File: config.mk
export PLATFORM = sky130hd
export DESIGN_NAME = pb_pulse_array_flat
export DESIGN_NICKNAME = d
export VERILOG_FILES = /design/src/rtl/pb_pulse_pkg.sv /design/src/rtl/pb_pulse_array_if.sv /design/src/rtl/pb_pulse_array_channel.sv /design/src/rtl/pb_pulse_array.sv /design/src/flat_wrapper.sv
export SDC_FILE = /design/constraint.sdc
export NUM_CORES = 1
export LEC_CHECK = 0
export BUFFER_PORTS_ARGS = -buffer_cell sky130_fd_sc_hd__buf_4
export CAP_MARGIN = 20
export CELL_PAD_IN_SITES_DETAIL_PLACEMENT = 0
export CELL_PAD_IN_SITES_GLOBAL_PLACEMENT = 1
export CORE_ASPECT_RATIO = 1.1
export CORE_MARGIN = 2
export CORE_UTILIZATION = 49
export DETAILED_ROUTE_END_ITERATION = 12
export GPL_ROUTABILITY_DRIVEN = 0
export GPL_TIMING_DRIVEN = 1
export PLACE_DENSITY_LB_ADDON = 0.3
export SLEW_MARGIN = 10
export SYNTH_ARGS = -nofsm -noshare
export SYNTH_HDL_FRONTEND = slang
export SYNTH_SLANG_ARGS = --single-unit
export TNS_END_PERCENT = 5
File: constraint.sdc
create_clock -name clock -period 3 [get_ports clock]
set_input_delay 0.15 -clock clock [delete_from_list [all_inputs] [get_ports clock]]
set_output_delay 0.15 -clock clock [all_outputs]
set_load 0.01 [all_outputs]
File: src/rtl/pb_pulse_pkg.sv
// Shared definitions for the pushbutton pulse array: edge-select mode
// encodings and the counter-width helper used to size per-channel counters.
package pb_pulse_pkg;

    // Edge select applied to every channel.
    typedef enum logic [1:0] {
        MODE_RISE = 2'b00,
        MODE_FALL = 2'b01,
        MODE_BOTH = 2'b10,
        MODE_OFF  = 2'b11
    } pb_mode_e;

    // Width of a counter holding values 0..n-1. Never narrower than one bit,
    // so a count limit of 1 still yields a legal vector.
    function automatic int cnt_w(input int n);
        return (n <= 1) ? 1 : $clog2(n);
    endfunction

endpackage

File: src/rtl/pb_pulse_array_if.sv
// Button bus between the board pins / consumers and pb_pulse_array.
// master drives raw buttons and mode; slave (the array) returns events.
interface pb_pulse_array_if #(
    parameter int N_CH = 5
);
    logic [N_CH-1:0] pb_in;
    logic [1:0]      mode;
    logic [N_CH-1:0] pulse;
    logic [N_CH-1:0] level;
    logic [N_CH-1:0] held;

    modport master (output pb_in, mode, input pulse, level, held);
    modport slave  (input pb_in, mode, output pulse, level, held);
endinterface

File: src/rtl/pb_pulse_array_channel.sv
// One pushbutton channel: 2-flop synchroniser, debounce, edge pulse,
// long-press detect. Auto-repeat while held is built only when
// PB_AUTO_REPEAT_EN is defined.
module pb_channel
    import pb_pulse_pkg::*;
#(
    parameter int DB_CYCLES     = 20,
    parameter int HOLD_CYCLES   = 100,
    parameter int REPEAT_CYCLES = 25
) (
    input  logic       clock,
    input  logic       reset,
    input  logic       pb_in,
    input  logic [1:0] mode,
    output logic       pulse,
    output logic       level,
    output logic       held
);
    localparam int DB_W   = cnt_w(DB_CYCLES);
    localparam int HOLD_W = cnt_w(HOLD_CYCLES + 1);
    localparam logic [DB_W-1:0]   DB_LAST  = DB_W'(DB_CYCLES - 1);
    localparam logic [HOLD_W-1:0] HOLD_MAX = HOLD_W'(HOLD_CYCLES);

    logic              s0, s1;
    logic [DB_W-1:0]   db_cnt, db_cnt_nxt;
    logic [HOLD_W-1:0] hold_cnt, hold_nxt;
    logic              level_nxt, lvl_flip, held_nxt;
    logic              edge_pulse, rep_fire;

    // Two-flop synchroniser for the asynchronous pin.
    always_ff @(posedge clock or posedge reset) begin
        if (reset) begin
            s0 <= 1'b0;
            s1 <= 1'b0;
        end else begin
            s0 <= pb_in;
            s1 <= s0;
        end
    end

    // Debounce: accept s1 once it has disagreed with level for DB_CYCLES samples.
    always_comb begin
        db_cnt_nxt = db_cnt;
        level_nxt  = level;
        lvl_flip   = 1'b0;
        if (s1 == level) begin
            db_cnt_nxt = '0;
        end else if (db_cnt == DB_LAST) begin
            level_nxt  = s1;
            db_cnt_nxt = '0;
            lvl_flip   = 1'b1;
        end else begin
            db_cnt_nxt = db_cnt + 1'b1;
        end
    end

    // Hold counter: restarts on every flip and while released, saturates at the limit.
    // held uses the next count so it rises/falls on the same edge as the count.
    always_comb begin
        hold_nxt = hold_cnt;
        if (!level || lvl_flip)
            hold_nxt = '0;
        else if (hold_cnt != HOLD_MAX)
            hold_nxt = hold_cnt + 1'b1;
        held_nxt = (hold_nxt == HOLD_MAX);
    end

    // Edge event for the accepted flip, filtered by the edge-select mode.
    always_comb begin
        edge_pulse = 1'b0;
        if (lvl_flip) begin
            if (s1)
                edge_pulse = (mode == MODE_RISE) || (mode == MODE_BOTH);
            else
                edge_pulse = (mode == MODE_FALL) || (mode == MODE_BOTH);
        end
    end

`ifdef PB_AUTO_REPEAT_EN
    localparam int REP_W = cnt_w(REPEAT_CYCLES);
    localparam logic [REP_W-1:0] REP_LAST = REP_W'(REPEAT_CYCLES - 1);

    logic [REP_W-1:0] rep_cnt, rep_cnt_nxt;
    logic             rep_en;

    assign rep_en = (mode == MODE_RISE) || (mode == MODE_BOTH);

    // Repeat timer: fire as held rises, then every REPEAT_CYCLES edges.
    // Nothing fires on the release edge since held_nxt is already low there.
    always_comb begin
        rep_fire    = 1'b0;
        rep_cnt_nxt = rep_cnt;
        if (!held_nxt) begin
            rep_cnt_nxt = '0;
        end else if (!held) begin
            rep_cnt_nxt = '0;
            rep_fire    = rep_en;
        end else if (rep_en) begin
            if (rep_cnt == REP_LAST) begin
                rep_cnt_nxt = '0;
                rep_fire    = 1'b1;
            end else begin
                rep_cnt_nxt = rep_cnt + 1'b1;
            end
        end
    end

    // Repeat counter register.
    always_ff @(posedge clock or posedge reset) begin
        if (reset) rep_cnt <= '0;
        else       rep_cnt <= rep_cnt_nxt;
    end
`else
    assign rep_fire = 1'b0;
`endif

    // Channel state and registered outputs.
    always_ff @(posedge clock or posedge reset) begin
        if (reset) begin
            level    <= 1'b0;
            db_cnt   <= '0;
            hold_cnt <= '0;
            held     <= 1'b0;
            pulse    <= 1'b0;
        end else begin
            level    <= level_nxt;
            db_cnt   <= db_cnt_nxt;
            hold_cnt <= hold_nxt;
            held     <= held_nxt;
            pulse    <= edge_pulse | rep_fire;
        end
    end

endmodule

File: src/rtl/pb_pulse_array.sv
// N_CH independent pushbutton channels sharing one edge-select mode.
// Optional auto-repeat is enabled with the PB_AUTO_REPEAT_EN macro.
module pb_pulse_array
    import pb_pulse_pkg::*;
#(
    parameter int N_CH          = 5,
    parameter int DB_CYCLES     = 20,
    parameter int HOLD_CYCLES   = 100,
    parameter int REPEAT_CYCLES = 25
) (
    input logic              clock,
    input logic              reset,
    pb_pulse_array_if.slave  bus
);
    logic [N_CH-1:0] pulse_w, level_w, held_w;

    for (genvar g = 0; g < N_CH; g++) begin : g_ch
        pb_channel #(
            .DB_CYCLES     (DB_CYCLES),
            .HOLD_CYCLES   (HOLD_CYCLES),
            .REPEAT_CYCLES (REPEAT_CYCLES)
        ) u_ch (
            .clock (clock),
            .reset (reset),
            .pb_in (bus.pb_in[g]),
            .mode  (bus.mode),
            .pulse (pulse_w[g]),
            .level (level_w[g]),
            .held  (held_w[g])
        );
    end

    assign bus.pulse = pulse_w;
    assign bus.level = level_w;
    assign bus.held  = held_w;

endmodule

File: src/flat_wrapper.sv
// flat-port wrapper written by rule: the top's interface ports become plain ports
module pb_pulse_array_flat import pb_pulse_pkg::*;
#(
    parameter int N_CH          = 5,
    parameter int DB_CYCLES     = 20,
    parameter int HOLD_CYCLES   = 100,
    parameter int REPEAT_CYCLES = 25
)
  (clock, reset, bus_pb_in, bus_mode, bus_pulse, bus_level, bus_held);
  pb_pulse_array_if #(.N_CH(N_CH)) bus_i ();
  input logic clock;
  input logic reset;
  input wire logic [$bits(bus_i.pb_in)-1:0] bus_pb_in;
  input wire logic [$bits(bus_i.mode)-1:0] bus_mode;
  output wire logic [$bits(bus_i.pulse)-1:0] bus_pulse;
  output wire logic [$bits(bus_i.level)-1:0] bus_level;
  output wire logic [$bits(bus_i.held)-1:0] bus_held;
  assign bus_i.pb_in = bus_pb_in;
  assign bus_i.mode = bus_mode;
  assign bus_pulse = bus_i.pulse;
  assign bus_level = bus_i.level;
  assign bus_held = bus_i.held;
  pb_pulse_array #(.N_CH(N_CH), .DB_CYCLES(DB_CYCLES), .HOLD_CYCLES(HOLD_CYCLES), .REPEAT_CYCLES(REPEAT_CYCLES)) u_core (.clock(clock), .reset(reset), .bus(bus_i));
endmodule
==> impl_metrics.yaml, run 1 <==
cts:
  clock_latency_ns: 0.34
  cts.sinks: 85
  root_buffer: "clkbuf_8"
  cts_inserted_buffers: 9
  cts_tree: "built"
  clk_pin_slew_ns: 0.08
  cts_buffer_depth: 2
  cts_htree_levels: 3
  cts_setup_buffers: 0
cells_and_area:
  n_fill_cell: 718
  area_delta_synth_final_pct: 10.7
  antenna_cells: 0
  drive_above_1_share_pct: 15.5
  design.final.nets: 441
  fin_cells: 531
  register_area_mm2: 0.00213
  multi_input_area_mm2: 0.00189
  fin_area_mm2: 0.00468
  post-route-util_pct: 56.0
timing:
  relSlewSlack_pct: 40.8
  hold_ws_ns: 0.352
  slew_violations: 0
  setup_violations: 0
  worstMarginPinSlew_ns: 0.887
  hold_viol: 0
  setup_ws_ns: 0.972
  tns_ns: 0
  grt_setup_unrepaired: "no"
  timing.fmax_mhz: 493
  min_period_ns: 2.03
  finalCritPeriodShare_pct: 67.6
  finalClockSkew_ns: 0.00965
power:
  irDropWorstVdd_mv: 0.237
  power_density_mw_per_mm2: 444
  p_total_mw: 2.08
  power_leakage_nw: 1.98
status:
  status: "complete, no violations"
placement:
  placed_cell_area_mm2: 0.00443
  port_buffers: 23
  dp_slack_ns: 0.977
  dp_cells: 509
  dpl.hpwl_um: 4760
routing:
  dr.first_iter.drc_count: 87
  via_per_inst: 5.11
  firstDrtPassIters: 4
  wl_per_cell_um: 12.6
  drc_errors: 0
  num_vias: 2713
  finalWirelength_um: 6710
  final_antenna_net_count: 0
synthesis:
  syn_inst: 392
  ys_ff_latch: 85
  synth.cell_area_mm2: 0.00423
  synth-seq-area-share_pct: 50.3
  synth_edf_count: 0
  synthArstFlopShare_pct: 100
  syn_area_per_cell_um2: 10.8
  synth_warnings: 0
  synthFlopType: "dfrtp_1"
  yosysUniqueCellTypes: 50
  syn_nets: 418
critical_path:
  critical_path.max_stage_delay_ns: 0.44
  end_kind: "register"
  required_ns: 3.25
  slowest_stage: "dfrtp_1"
  crit_arrival_ns: 2.27
  worstSetupStartpointType: "register"
  path_cells: "inv_1 > ha_1 > nand4b_1 > nor3b_4 > mux2_1 > nor3_1 > nor4bb_1"
  crit_path_max_fanout: 6
  path_class: "reg2reg"
global_routing:
  grt_pass1_wl_um: 12000
  antenna_found_initial: 0
  grt_util_met1_pct: 21.0
  grt_pass1_vias: 2654
  met3_usage_pct: 2.98
  gr-total-overflow: 0
  busiest_layer: "met2"
  grt_max_degree: 53
  grtUsageMet2_pct: 26.2
  track_usage_pct: 16.1
floorplanning:
  fp.dieArea_mm2: 0.00939
  die_w_um: 92.6
  initial_utilization_pct: 50.6
  num_rows: 35
  coreArea_mm2: 0.00836
  die_h_um: 101
  io_pins: 24
min_path:
  min_path_type: "reg2reg"
run:
  max_cap_viol_count: 0
==> Yosys cell counts, drive strengths merged, types with 6 or more instances <==
library cell	instances	area (um^2)
xnor2	25	219
a21oi	10	57.6
inv	22	82.6
o21ai	13	91.3
ha	17	213
dfrtp	85	2130
xor2	21	184
mux2	6	67.6
nand3b	6	45.0
nor3	14	92.6
nand3	21	115
buf	16	118
nand2	18	67.6
nor2b	6	37.5
nor2	61	231
mux2i	7	70.1
==> layer usage <==
layer / wire, um / up-vias
met5: 0 / -
met4: 155 / 0
met3: 195 / 13
met2: 3130 / 32
met1: 3240 / 1307
li1: - / 1361
==> registers in the layout, summed over array words and instances (netlist names) <==
signal and flops:
u_core.g_ch.u_ch.held 5, u_core.g_ch.u_ch.db_cnt 25, u_core.g_ch.u_ch.s0 5, u_core.g_ch.u_ch.pulse 5, u_core.g_ch.u_ch.level 5, u_core.g_ch.u_ch.s1 5, u_core.g_ch.u_ch.hold_cnt 35
==> critical path: cells and delay by family (launching register included) <==
family / cells / cell delay, ns
mux: 1 / 0.36
flops: 1 / 0.44
simple gates: 4 / 0.85
fa+ha+maj: 1 / 0.16
buf+inv: 1 / 0.13
==> kinds of logic after synthesis <==
family | count (synthesis) | synth area share, %
AO/OA/AOI/OAI | 36 | 5.83
XOR/XNOR | 46 | 9.53
adder cells (fa/ha/maj) | 17 | 5.03
buffers and inverters | 41 | 5.00
flip-flops | 85 | 50.3
multiplexers | 13 | 3.25
AND/OR/NAND/NOR | 154 | 21.1
==> timing repair <==
action,4_1_cts,5_1_grt
hold buffers,6,0
hold endpoints to repair,27,0
gates resized for setup,0,0
==> where the power goes <==
| part | internal, mW | switching [mW] |
|---|---|---|
| clock | 0.406 | 0.390 |
| combinational | 0.0394 | 0.0529 |
| sequential | 1.17 | 0.0201 |
==> placed cells by master, fill, tap and decap left out, types with 6 or more instances in the layout <==
master and n:
nand3b_1 6, nand3_1 19, nor2b_1 6, clkbuf_8 10, a21oi_1 8, dfrtp_1 85, nor3_1 12, o21ai_0 6
xor2_1 21, nand2_1 18, buf_4 25, dlygate4sd3_1 6, inv_1 19, mux2i_1 7, nor2_1 60, ha_1 17
xnor2_1 25
==> layout make-up <==
class,count,share of cell area (%)
inverter,22,1.79
tap,111,2.97
clock inverter,4,1.02
multi-input combinational,266,40.4
sequential,85,45.4
timing repair buffer,31,5.29
clock buffer,12,3.10
==> worst paths after layout <==
kind | start | endpoint | slack [ns] | depth (start not counted)
worst max-delay path | u_core.g_ch[1].u_ch.hold_cnt[0] | u_core.g_ch[1].u_ch.held | 0.97 | 7
min in group asynchronous | reset | u_core.g_ch[4].u_ch.s0 | 0.52 | 3
worst min-delay path | u_core.g_ch[3].u_ch.s0 | u_core.g_ch[3].u_ch.s1 | 0.35 | 0
worst min register to register | u_core.g_ch[3].u_ch.s0 | u_core.g_ch[3].u_ch.s1 | 0.35 | 0
worst max register to register | u_core.g_ch[1].u_ch.hold_cnt[0] | u_core.g_ch[1].u_ch.held | 0.97 | 7
max in group asynchronous | reset | u_core.g_ch[1].u_ch.hold_cnt[6] | 1.72 | 4
Power figures use the tool's default switching activity.
==> inputs of run 2 (changes only) <==
clock period = 2.01 ns   (was 3 ns; I/O delays follow)
==> run 2 against run 1 <==
  * Cell count rose by 1.1%
  * Sequential cell count did not move
  * Largest cell class unchanged
  * Maximum frequency rose by 9.2%
  * Register-to-register slack got worse by 0.82 ns
  * Utilization rose by 1.5 points
  * Die area did not move
  * Largest power group unchanged
==> impl_metrics.yaml, run 2 (synthesis gave the netlist of run 1 again) <==
status:
  status: "complete, no violations"
power:
  power_density_mw_per_mm2: 701
  swShare_pct: 20.9
  pwr-share-clk_pct: 43.1
  p_int_mw: 2.66
  p_switching_mw: 0.705
  comb_power_share_pct: 4.2
  power_leakage_nw: 2.03
  irDropWorstVdd_mv: 0.653
  seq_power_share_pct: 52.6
timing:
  finalClockSkew_ns: 0.00649
  setup_ws_ns: 0.152
  slew_violations: 0
  timing.fmax_mhz: 538
  relSlewSlack_pct: 66.1
  finalCritPeriodShare_pct: 92.4
  min_period_ns: 1.86
  tns_ns: 0
  setup_violations: 0
  hold_viol: 0
  worstMarginPinSlew_ns: 0.508
cells_and_area:
  reg_top3: "u_core.g_ch.u_ch.hold_cnt (35), u_core.g_ch.u_ch.db_cnt (25)"
  largest_reg_flops: 35
  antenna_cells: 0
  fin_cells: 537
  regMostFlops: "u_core.g_ch.u_ch.hold_cnt"
  fin_area_mm2: 0.00480
  design.final.nets: 447
  final_common_cell: "dfrtp_1"
  layout_common_cells: "dfrtp_1 (85), nor2_1 (60), buf_4 (30)"
  area_delta_synth_final_pct: 13.6
  post-route-util_pct: 57.4
  drive_above_1_share_pct: 17.4
cts:
  clk_pin_slew_ns: 0.08
  cts_htree_levels: 3
  root_buffer: "clkbuf_8"
  cts_inserted_buffers: 9
  cts_tree: "built"
  clock_latency_ns: 0.35
  cts_buffer_depth: 2
  cts.sinks: 85
global_routing:
  grt_pass1_vias: 2678
  track_usage_pct: 15.9
  antenna_found_initial: 0
  grtUsageMet2_pct: 26.0
  grt_max_degree: 47
  gr-total-overflow: 0
  busiest_layer: "met2"
  met3_usage_pct: 4.17
  grt_pass1_wl_um: 11800
  grt_util_met1_pct: 20.2
routing:
  final_antenna_net_count: 0
  firstDrtPassIters: 4
  via_per_inst: 5.05
  dr.first_iter.drc_count: 115
  num_vias: 2710
  drc_errors: 0
  wl_per_cell_um: 12.3
  finalWirelength_um: 6630
floorplanning:
  die_w_um: 92.6
  die_h_um: 101
  num_rows: 35
  io_pins: 24
  initial_utilization_pct: 50.6
  fp.dieArea_mm2: 0.00939
  coreArea_mm2: 0.00836
placement:
  port_buffers: 23
  dp_cells: 515
  dp_slack_ns: 0.132
  dpl.hpwl_um: 4730
  placed_cell_area_mm2: 0.00449
min_path:
  min_path_type: "in2async"
critical_path:
  required_ns: 2.27
  end_kind: "register"
  crit_arrival_ns: 2.12
  crit_path_max_fanout: 6
  path_class: "reg2reg"
  worstSetupStartpointType: "register"
run:
  max_cap_viol_count: 0
==> run 2: layout make-up <==
class,count,area [um^2]
Inverter,22,86.3
Tap cell,111,139
Clock inverter,6,110
Clock buffer,10,138
Timing Repair Buffer,37,305
Sequential cell,85,2130
Fill cell,705,3560
Multi-Input combinational cell,266,1900
==> run 2: power by group through the flow <==
stage / clock network (mW) / registers, mW / logic (mW)
finish: 1.45 / 1.77 / 0.143
global route: 1.58 / 1.78 / 0.165
CTS: 1.50 / 1.77 / 0.149
detailed placement: 0 / 1.81 / 0.138
global placement: 0 / 1.81 / 0.136
floorplan: 0 / 1.80 / 0.0934
==> run 2: final timing paths <==
| kind | from | to | slack, ns | cells past startpoint |
|---|---|---|---|---|
| min in group clock | bus_mode[1] | u_core.g_ch[1].u_ch.pulse | 0.34 | 5 |
| max reg2reg | u_core.g_ch[1].u_ch.hold_cnt[0] | u_core.g_ch[1].u_ch.held | 0.15 | 8 |
| min | reset | u_core.g_ch[1].u_ch.hold_cnt[5] | 0.34 | 3 |
| max in group asynchronous | reset | u_core.g_ch[3].u_ch.pulse | 1.08 | 4 |
| min reg2reg | u_core.g_ch[0].u_ch.s0 | u_core.g_ch[0].u_ch.s1 | 0.35 | 0 |
| max | u_core.g_ch[1].u_ch.hold_cnt[0] | u_core.g_ch[1].u_ch.held | 0.15 | 8 |
==> run 2: per-stage QoR <==
step	power (mW)	hold slack, ns
after floorplan	1.89	0.132
after global placement	1.94	0.168
after detailed placement	1.94	0.166
after CTS	3.42	0.339
after global routing	3.53	0.364
final	3.37	0.339
==> run 2: what timing repair did <==
item | in CTS | in global routing
hold buffers | 6 | 0
setup endpoints to repair | 0 | 1
gates resized for setup | 0 | 1
buffers inserted | 0 | 0
endpoints found under the hold margin | 24 | 0
==> run 2: metal layers <==
| layer | wire [um] | part of all wire, % |
|---|---|---|
| met4 | 123 | 1.9 |
| met5 | 0 | 0 |
| met1 | 3170 | 48 |
| met3 | 225 | 3.4 |
| met2 | 3110 | 47 |
==> run 2: worst max-delay path, stage by stage (launching register included) <==
cell and delay, ns:
dfrtp_1 0.43, inv_1 0.11, ha_1 0.15, nand4b_1 0.14
nor3b_4 0.24, buf_4 0.16, mux2i_1 0.19, nor2_1 0.08
nor4bb_2 0.27
==> inputs of run 3 (changes only) <==
CORE_MARGIN = 5   (was 2)
SKIP_LAST_GASP = 1   (was not set)
SYNTH_HIERARCHICAL = 1   (was not set)
==> run 3 against run 2 <==
  * Clock skew grew 0.0018 ns
  * Total power down 12%
  * Sequential power barely moved
  * Utilization is 2.4 points lower
  * Setup slack gained 0.017 ns
  * Clock-buffer cell count increased by 2
==> impl_metrics.yaml, run 3 <==
cells_and_area:
  area_delta_synth_final_pct: 10.4
  regMostFlops: "u_core/g_ch.u_ch/hold_cnt"
  final_common_cell: "dfrtp_1"
  layout_common_cells: "dfrtp_1 (85), nor2_1 (41), nor3_1 (29)"
  largest_reg_flops: 35
  drive_above_1_share_pct: 15.3
  reg_top3: "u_core/g_ch.u_ch/hold_cnt (35), u_core/g_ch.u_ch/db_cnt (25)"
  multi_input_area_mm2: 0.00205
  register_area_mm2: 0.00213
  design.final.nets: 465
  n_fill_cell: 784
  antenna_cells: 0
synthesis:
  ys_ff_latch: 85
  syn_nets: 431
  synth_warnings: 6
  yosysTopAreaCell: "dfrtp_1"
  synth_top_area_share_pct: 48.7
  syn_inst: 407
  synthFlopType: "dfrtp_1"
  synth_common_cells: "dfrtp_1 (85), nor2_1 (41), nor3_1 (29)"
  syn_area_per_cell_um2: 10.7
  post-synth-top-count-cell: "dfrtp_1"
  synth.cell_area_mm2: 0.00437
  synth-seq-area-share_pct: 48.7
  synth_edf_count: 0
  yosysUniqueCellTypes: 37
  ys_top_cells_by_area: "dfrtp_1 (49%), xnor2_1 (5.0%), ha_1 (4.3%), nor2_1 (3.5%), nor3_1 (3.3%)"
  synthArstFlopShare_pct: 100
timing:
  slew_violations: 0
  finalClockSkew_ns: 0.00828
  relSlewSlack_pct: 56.3
  finalCritPeriodShare_pct: 91.6
  worstMarginPinSlew_ns: 0.654
  min_period_ns: 1.84
  grt_setup_unrepaired: "no"
  timing.fmax_mhz: 543
  hold_viol: 0
  tns_ns: 0
  setup_violations: 0
critical_path:
  path_class: "reg2reg"
  critical_path.max_stage_delay_ns: 0.47
  reg2reg_slack_ns: 0.17
  crit_arrival_ns: 2.10
  path_cells: "inv_1 > ha_1 > nand4b_1 > or2_1 > a221o_1 > a211oi_2"
  crit_path_max_fanout: 5
  r2r_cells: 6
  startpoint: "u_core/g_ch[3].u_ch/hold_cnt[1]"
  end_kind: "register"
  crit_buf_inv: 1
  required_ns: 2.27
  crit_cells: 6
  crit_end: "u_core/g_ch[3].u_ch/held"
  r2r_start: "u_core/g_ch[3].u_ch/hold_cnt[1]"
  worstSetupStartpointType: "register"
  critPathTopFamily: "simple AND/OR/NAND/NOR gates"
  r2r-end: "u_core/g_ch[3].u_ch/held"
  slowest_stage: "dfrtp_1"
global_routing:
  gr-total-overflow: 0
  grt_max_degree: 18
  antenna_found_initial: 0
  grt_pass1_vias: 3084
  track_usage_pct: 15.8
  grt_pass1_wl_um: 13800
floorplanning:
  num_rows: 36
  io_pins: 24
  die_h_um: 109
  initial_utilization_pct: 49.8
  die_w_um: 100
  coreArea_mm2: 0.00878
  fp.dieArea_mm2: 0.0109
power:
  seq_power_share_pct: 59.7
  pwr-share-clk_pct: 35.6
  irDropWorstVdd_mv: 0.317
  p_switching_mw: 0.668
  p_int_mw: 2.30
  power_density_mw_per_mm2: 616
  swShare_pct: 22.5
  p_total_mw: 2.97
  comb_power_share_pct: 4.8
  power_leakage_nw: 1.97
run:
  max_cap_viol_count: 0
placement:
  port_buffers: 23
  dpl.hpwl_um: 5500
cts:
  cts_setup_buffers: 0
  clk_pin_slew_ns: 0.08
  cts.sinks: 85
  cts_tree: "built"
  cts_buffer_depth: 2
  cts_htree_levels: 3
  clock_latency_ns: 0.35
  root_buffer: "clkbuf_8"
  cts_inserted_buffers: 9
routing:
  dr.first_iter.drc_count: 115
  final_antenna_net_count: 0
  firstDrtPassIters: 4
  finalWirelength_um: 7710
  wl_per_cell_um: 13.8
  drc_errors: 0
  num_vias: 3001
  via_per_inst: 5.38
min_path:
  min_path_type: "in2reg"
status:
  status: "complete, no violations"
-- run 3: cell count changes in the layout (fill, tap and decap cells not counted), sizes merged, moves of 5 or more --
cell and change:
a21oi +14, a221o +5, nand3b -6, nand4b +6, nor2 -20, nor2b -6, nor3 +15, o21a +12
o22ai +5, xor2 -6
-- run 3: area by class of cell --
class	instances	share of cell area, %
clock buffers	12	3.21
clock inverters	2	0.207
inverters	21	1.63
multi-input cells	291	42.5
flip-flops and latches	85	44.1
well taps	114	2.95
repair buffers	33	5.44
-- run 3: per-layer routing --
metal / track usage (%) / share of wire (%) / vias up
li1: - / - / 1485
met3: 3.07 / 3.4 / 19
met1: 19.7 / 45 / 1440
met5: 0 / 0 / -
met2: 26.0 / 49 / 57
met4: 8.57 / 2.7 / 0
-- run 3: power groups by stage --
| stage | Combinational, mW | Clock [mW] | Sequential, mW |
|---|---|---|---|
| floorplan | 0.114 | 0 | 1.80 |
| global placement | 0.134 | 0 | 1.81 |
| detailed placement | 0.137 | 0 | 1.81 |
| CTS | 0.147 | 1.11 | 1.77 |
| global route | 0.167 | 1.17 | 1.78 |
| finish | 0.141 | 1.06 | 1.77 |
-- run 3: worst register-to-register path: cells and delay by family, from the launching register on --
family / cells / cell delay (ns)
AO/OA/AOI/OAI: 2 / 0.46
adder cells (fa/ha/maj): 1 / 0.16
buffers and inverters: 1 / 0.13
flip-flops: 1 / 0.47
AND/OR/NAND/NOR: 2 / 0.53
-- run 3: cells by family (layout without fill, tap and decap cells) --
logic type	Yosys count	in the layout	share of synthesized area (%)
DFF	85	85	48.7
and+or+nand+nor	150	150	20.0
muxes	10	10	2.43
xor gates and xnor gates	40	40	8.01
AOI/OAI and AO/OA	76	76	12.2
adders and majority gates	15	15	4.29
buffers and inverters	31	68	4.41
-- run 3: worst min-delay path by stage --
stage                                         end  slack (ns)  depth (start not counted)    startpoint
floorplan           u_core/g_ch[0].u_ch/db_cnt[0]        0.03                          1         reset
global placement           u_core/g_ch[0].u_ch/s0        0.21                          1  bus_pb_in[0]
detailed placement         u_core/g_ch[0].u_ch/s0        0.21                          1  bus_pb_in[0]
CTS                     u_core/g_ch[2].u_ch/pulse        0.18                          4   bus_mode[0]
global route            u_core/g_ch[0].u_ch/pulse        0.22                          4   bus_mode[0]
finish                  u_core/g_ch[2].u_ch/pulse        0.20                          4   bus_mode[0]
-- run 3: timing repair --
action,CTS,global route
hold buffers,6,0
hold endpoints to repair,90,0
resized for setup,0,0
setup endpoints to repair,0,0
-- run 3: through the flow --
| step | std cells | hold slack [ns] | setup slack, ns | area [um^2] | utilization (%) |
|---|---|---|---|---|---|
| 2_1_floorplan | 407 | 0.0266 | 0.370 | 4370 | - |
| 3_3_place_gp | 538 | 0.210 | 0.304 | 4600 | 52.4 |
| 3_5_place_dp | 538 | 0.211 | 0.222 | 4600 | 52.4 |
| 4_1_cts | 558 | 0.183 | 0.190 | 4830 | 55.0 |
| 5_1_grt | 558 | 0.216 | 0.00139 | 4830 | 55.0 |
| 6_report | 558 | 0.196 | 0.169 | 4830 | 55.0 |
